<file path="config.mk">
export PLATFORM = sky130hd
export DESIGN_NAME = address_issue_writeback
export DESIGN_NICKNAME = d
export VERILOG_FILES = /design/src/rtl/address_issue_writeback.sv
export SDC_FILE = /design/constraint.sdc
export NUM_CORES = 1
export LEC_CHECK = 0
export BUFFER_PORTS_ARGS = -buffer_cell sky130_fd_sc_hd__buf_2
export CAP_MARGIN = 5
export CORE_UTILIZATION = 65
export DETAILED_ROUTE_END_ITERATION = 8
export PLACE_DENSITY = 0.95
export SLEW_MARGIN = 20
export SYNTH_ARGS = -nofsm -noshare
export SYNTH_HDL_FRONTEND = slang
export SYNTH_SLANG_ARGS = --single-unit
export TNS_END_PERCENT = 50
</file>
<file path="constraint.sdc">
create_clock -name clk -period 9.27 [get_ports clk]
set_input_delay 0.927 -clock clk [delete_from_list [all_inputs] [get_ports clk]]
set_output_delay 0.927 -clock clk [all_outputs]
set_load 0.01 [all_outputs]
</file>
<file path="src/rtl/address_issue_writeback.sv">
// Issue/writeback stage for the A-register adder. An issued op writes back LATENCY edges later.
// Stalls o_ready while any register it reads or writes is still reserved; no bypass.
module address_issue_writeback #(
    parameter int WIDTH   = 32,
    parameter int NREG    = 8,
    parameter int LATENCY = 6
) (
    input  logic             clk,
    input  logic             rst,
    input  logic             i_valid,
    input  logic [6:0]       i_Instr,
    input  logic [2:0]       i_i,
    input  logic [2:0]       i_j,
    input  logic [2:0]       i_k,
    output logic             o_ready,
    output logic             o_illegal,
    output logic [WIDTH-1:0] o_Aj,
    output logic [WIDTH-1:0] o_Ak,
    output logic [6:0]       o_Instr,
    output logic             o_issue_valid,
    input  logic [WIDTH-1:0] i_Ai,
    input  logic             i_ld_en,
    input  logic [2:0]       i_ld_addr,
    input  logic [WIDTH-1:0] i_ld_data,
    output logic             o_ld_ready,
    input  logic [2:0]       i_rd_addr,
    output logic [WIDTH-1:0] o_rd_data,
    output logic             o_busy
);

    logic [WIDTH-1:0]   a_q [NREG];
    logic [NREG-1:0]    res_q, res_d;
    logic [LATENCY-1:0] pv_q;
    logic [2:0]         pd_q [LATENCY];
    logic [WIDTH-1:0]   aj_q, ak_q;
    logic [6:0]         instr_q;
    logic               iss_vld_q, ill_q;

    logic       wb_vld;
    logic [2:0] wb_dest;
    logic       issue_acc, legal, push_vld, ld_acc;

    assign wb_vld    = pv_q[LATENCY-1];
    assign wb_dest   = pd_q[LATENCY-1];
    assign legal     = (i_Instr == 7'o020) || (i_Instr == 7'o021);

    // Reservations are checked as registered, so a bit clearing this edge still blocks.
    assign o_ready   = !res_q[i_i] && !res_q[i_j] && !res_q[i_k];
    assign issue_acc = i_valid && o_ready;
    assign push_vld  = issue_acc && legal;

    assign o_ld_ready = !res_q[i_ld_addr] && !(wb_vld && (wb_dest == i_ld_addr));
    assign ld_acc     = i_ld_en && o_ld_ready;

    assign o_rd_data     = a_q[i_rd_addr];
    assign o_busy        = |res_q;
    assign o_Aj          = aj_q;
    assign o_Ak          = ak_q;
    assign o_Instr       = instr_q;
    assign o_issue_valid = iss_vld_q;
    assign o_illegal     = ill_q;

    always_comb begin
        res_d = res_q;
        if (wb_vld)
            res_d[wb_dest] = 1'b0;
        if (push_vld)
            res_d[i_i] = 1'b1;
    end

    always_ff @(posedge clk) begin
        if (rst) begin
            for (int n = 0; n < NREG; n++)
                a_q[n] <= '0;
            for (int n = 0; n < LATENCY; n++)
                pd_q[n] <= '0;
            res_q     <= '0;
            pv_q      <= '0;
            aj_q      <= '0;
            ak_q      <= '0;
            instr_q   <= '0;
            iss_vld_q <= 1'b0;
            ill_q     <= 1'b0;
        end else begin
            res_q   <= res_d;
            pv_q    <= {pv_q[LATENCY-2:0], push_vld};
            pd_q[0] <= i_i;
            for (int n = 1; n < LATENCY; n++)
                pd_q[n] <= pd_q[n-1];
            // Load and writeback never target the same register: o_ld_ready excludes it.
            if (wb_vld)
                a_q[wb_dest] <= i_Ai;
            if (ld_acc)
                a_q[i_ld_addr] <= i_ld_data;
            ill_q     <= issue_acc && !legal;
            iss_vld_q <= push_vld;
            instr_q   <= push_vld ? i_Instr : 7'o000;
            if (push_vld) begin
                aj_q <= a_q[i_j];
                ak_q <= a_q[i_k];
            end
        end
    end

endmodule

</file>
=== Word level (Yosys, flattened, before mapping) ===
Memories as Yosys holds them, arrays and structs flattened. A register that Yosys moved wholly into a read port is not among the register bits.
Cells that the tools add are included.
W data, S select, Z words.

* Flip-flop bits (word level): 23
* Bits in writable memories: 274
* Input bits: 90
* Output and inout bits: 108
* Logic and storage cells: 83
* Memories kept: 2

{| class="wikitable"
|+ Memories
! memory !! depth !! width !! rd ports !! clocked after memory_dff !! wr ports !! RTL line !! RTL
|-
| a_q || 8 || 32 || 3 || 2 || 8 || 31 || <nowiki>logic [WIDTH-1:0] a_q [NREG];</nowiki>
|-
| pd_q || 6 || 3 || 6 || 0 || 6 || 34 || <nowiki>logic [2:0] pd_q [LATENCY];</nowiki>
|}

* Order comparisons: 7
* Eq/ne operators: 3
* Multiplexer cells: 35
* Bitwise gates (word level): 10
* Reductions and logical operators: 21

{| class="wikitable"
|+ Operators by type and width
! cell !! number
|-
| $mux W32 || 2
|-
| $reduce_or A32 Y1 || 2
|-
| $mux W3 || 8
|-
| $lt A3 B4 Y1 const B || 5
|-
| $mux W1 || 17
|-
| $mux W8 || 2
|-
| $eq A7 B5 Y1 const B || 2
|-
| $bmux W1 S3 || 4
|-
| $logic_and A1 B1 Y1 || 10
|-
| $and A8 B8 Y8 || 1
|-
| $not A8 Y8 || 1
|-
| $or A8 B8 Y8 || 1
|-
| $reduce_or A8 Y1 || 1
|-
| $demux W1 S3 || 2
|-
| $ge A3 B1 Y1 const B || 2
|-
| $logic_not A1 Y1 || 6
|-
| $or A1 B1 Y1 || 6
|-
| $eq A3 B3 Y1 || 1
|-
| $reduce_or A2 Y1 || 1
|-
| $logic_or A1 B1 Y1 || 1
|-
| $not A1 Y1 || 1
|}

=== Depth between registers and ports, before layout ===
* Word-level depth: 10
* Depth in mapped cells: 7

=== Worst setup path before layout ===
No wires, ideal clock.

* Path type: input port to flip-flop
* From: input i_ld_addr[2]
* To: memory a_q[5][0] (enable)
* Library setup time: 466 ps
* Data arrival time: 3,931 ps
* Data required time: 8,804 ps
* Slack: 4,873 ps
* Stages on the path: 5
* Cell sequence: buf_6 -> xnor2_1 -> and4_2 -> buf_2 -> o21ai_0

{| class="wikitable"
|+ RTL lines
! what !! RTL line !! RTL
|-
| start, declared || 23 || <nowiki>input logic [2:0] i_ld_addr,</nowiki>
|-
| end, declared || 31 ||
|}

=== Worst setup path in the final report ===
* From: input i_j[0]
* To: output o_ready

* Longest elaborated chain between the ends: 5

{| class="wikitable"
|+ Ends and longest elaborated chain
! what !! RTL line !! RTL
|-
| start, declared || 13 || <nowiki>input logic [2:0] i_j,</nowiki>
|-
| $bmux W1 S3 || 48 || <nowiki>assign o_ready = !res_q[i_i] && !res_q[i_j] && !res_q[i_k];</nowiki>
|-
| $mux W1 (implied by the code) || 48 ||
|-
| $logic_not A1 Y1 || 48 ||
|-
| $logic_and A1 B1 Y1 (2 in series) || 48 ||
|-
| end, declared || 15 || <nowiki>output logic o_ready,</nowiki>
|}

No other way between the ends. The select of a mux whose other input is x is not followed.

==> out/qor.csv <==
metric,value,unit
post-synthesis mux area share,0.299,
final global-route overflow total,0,
Mean Syn Cell Area,14.6,sq um
initial antenna violation count,8,
origin of the worst min-delay path,pv_q[2]$_SDFF_PP0_,
Max Cap Viol,0,
"area leader, netlist",edfxtp_1,
final setup vio count,0,
worst hold path class,reg2reg,
Port-buffer cells,197,
multi-input logic area,10000,sq um
Sequential Area,9770,sq um
Yosys top cell area share,0.366,
Worst Reg-to-Reg Cells,5,
PwrDens,172,nW/um^2
Setup CP Type,in2out,
post-synthesis sequential area ratio,0.466,
critical path peak fanout,34,
final hold violation count,0,
simple-gate share of the synthesized area,0.0604,
critical path arrival,3.55,ns
Worst Hold Path Cells,1,
CTS root buffer,clkbuf_16,
vias in the first global route,15300,
fmax,223,MHz
final worst slack,4.79,ns
die width,182,um
outcome,"finished, final reports clean",
Total GRT Usage,0.377,
Die ar.,33000,sq um
DR vias,15200,
Clock transition at path regs,0.06,ns
Synth Area in Adders,0,
"Slew Viols, Final",0,
area of the core,31600,sq um
Placed Cells,1870,
DR WL/cell,31.9,um
largest net degree at the start of global routing,88,
Place WS,4.82,ns
H-tree depth,2,
WHS,0.437,ns
Final GP Congestion,0.928,
1st-iter DRT viols,2571,
Final period util,0.483,
Worst path max stage delay,0.70,ns
FILL cells,1807,
slew at the pin closest to its max-slew limit,1.21,ns
reg2reg start,res_q[4]$_SDFF_PP0_,
LEAKAGE,8.60,nW
CP startpoint kind,primary input,
nets,1598,
"most used cell, CP",buf_4,
Final Critical Period,4.48,ns
Reg-to-Reg End,a_q[7][20]$_DFFE_PP_,
Post-Synthesis Cells,1437,
largest family of logic cells by synthesized area,multiplexers,
clock tree buffer depth,3,
share of cells above drive strength 1,0.355,
"Distinct cells, synth",47,
I/O pin cnt,198,
xor/xnor share of the synthesized area,0.00125,
Clock Latency Late Sink,0.54,ns
hold endpoint,pv_q[3]$_SDFF_PP0_,
Worst setup EP type,output pin,
Initial Utilization,0.663,
#FFs+latches synth,360,
DR vias/cell,7.78,
first-pass GRT wire length,91700,um
Rows,65,
Slew HR,0.191,
Critical path origin,i_j[0],
Hold Buf Count CTS,0,
Synth area leaders,"edfxtp_1 37%, mux4_2 21%, a22o_1 11%, dfxtp_1 9.9%, mux2_1 3.3%",
Clock Skews,0.0157,ns
CTS tree,yes,
Total Routed Length,62300,um
CTS Sinks,360,
"non-filler cells, final",1949,
Post-Syn Area,21000,sq um
Reg2Reg Setup Slack,5.75,ns
Resize count post-CTS,0,
Die Span Y,182,um
post-CTS setup buffers,0,
worst vdd ir,0.111,mV
Util after Layout,0.722,
drt pass-1 iters,6,
Layout area overhead,8.93,%
drc violations,0,
slowest cell on the critical path,buf_4,
"Cell Chain, Critical Path","buf_4, buf_4, mux4_2, mux2i_1, nand3_1, inv_1, buf_2",
Crit path required time,8.34,ns
YS warnings,0,
Setup TNS,0,ns
RSZ-0062 raised after global routing,false,
Detail Placement HPWL,34800,um
TritonCTS Buffers,38,
antenna-violating nets left,0,
complex-gate fraction of the synthesized area,0.113,
cell usage after synthesis, drive strengths merged:
cell           count
mux4             199
mux2i             67
nor4               3
nand3b             1
o41ai              2
a2111oi            1
or3                4
a211oi             1
nand2b            12
clkdlybuf4s25     40
and2b              2
a41oi              1
o22ai              1
or4                4
a21oi              3
and4b              1
nand4              2
dlygate4sd1        2
nand3              3
o31ai              2
edfxtp           256
xnor2              3
conb               1
a22o             256
nor2              77
and4               1
and3               1
dfxtp            104
clkbuf            71
o21ai              6
mux2              98
a31oi              4
nor3               8
inv                8
nor2b             90
nand2             16
buf               86
metrics by stage:
step,total power [mW],cell area [sq um]
4_1_cts,3.92,22800
6_report,3.94,22900
3_5_place_dp,2.38,21500
3_3_place_gp,2.35,21500
5_1_grt,4.03,22800
2_1_floorplan,2.24,21000
flip-flops by register name, summed over array words and instances (netlist names):
signal / flops
a_q: 256
o_Aj: 32
o_Ak: 32
pd_q: 18
res_q: 8
o_Instr: 7
pv_q: 6
o_illegal: 1
cells by family (layout without fill, tap and decap cells):
kind of cell           Yosys count  count (layout)
AO/OA/AOI/OAI                  277             277
XOR/XNOR                         3               3
buffers and inverters          207             302
flip-flops                     360             360
multiplexers                   364             364
other                            1              16
AND/OR/NAND/NOR                225             225
power by group:
part           internal [mW]  leakage, nW  switching [mW]  total [mW]
registers               1.80         3.29          0.0606        1.86
clock network          0.929        0.609           0.636        1.56
logic                  0.237         4.70           0.275       0.511
total                   2.97         8.60           0.971        3.94
area by class of cell:
cell class                 count  share of cell area
multi-input combinational    874               0.440
sequential                   360               0.428
timing repair buffer         226              0.0533
clock buffer                  56              0.0478
tap                          402              0.0220
clock inverter                12             0.00717
inverter                       8             0.00131
antenna                       11             0.00120
cell usage in the layout, fill, tap and decap left out, types with 3 or more instances in the layout:
cell and instances:
nand2b_4 3, nor2_1 69, conb_1 5, inv_1 8
or4_1 3, bufinv_16 4, mux2_1 61, o21ai_0 4
mux2_2 36, nor2_2 7, xnor2_1 3, mux4_2 199
buf_4 32, diode_2 11, clkinv_2 4, nand2b_2 4
or3_1 4, clkbuf_1 14, nand2b_1 5, edfxtp_1 256
mux2i_1 66, dfxtp_1 104, nand2_1 16, nand3_1 3
a31oi_1 4, nor2b_1 90, nor3_4 6, a21oi_1 3
clkbuf_16 41, a22o_1 256, buf_2 193, nor4_1 3
critical path, delay by kind of cell:
family                 cells  cell delay [ns]
AND/OR/NAND/NOR            1             0.15
multiplexers               2             0.95
buffers and inverters      4             1.44
worst max path at each step:
| stage | end | slack, ns | cells past startpoint |
|---|---|---|---|
| after CTS | o_ready | 4.82 | 7 |
| after global placement | o_ready | 4.85 | 7 |
| after detailed placement | o_ready | 4.82 | 7 |
| final | o_ready | 4.79 | 7 |
| after floorplan | a_q[5][0]$_DFFE_PP_ | 4.87 | 5 |
| after global routing | o_ready | 4.59 | 7 |
layer usage:
layer,track usage,part of all wire
met5,0,0.00037
met4,0.233,0.059
met3,0.124,0.16
met2,0.600,0.48
met1,0.448,0.30
Note: power is estimated with default switching activity, not from simulation.
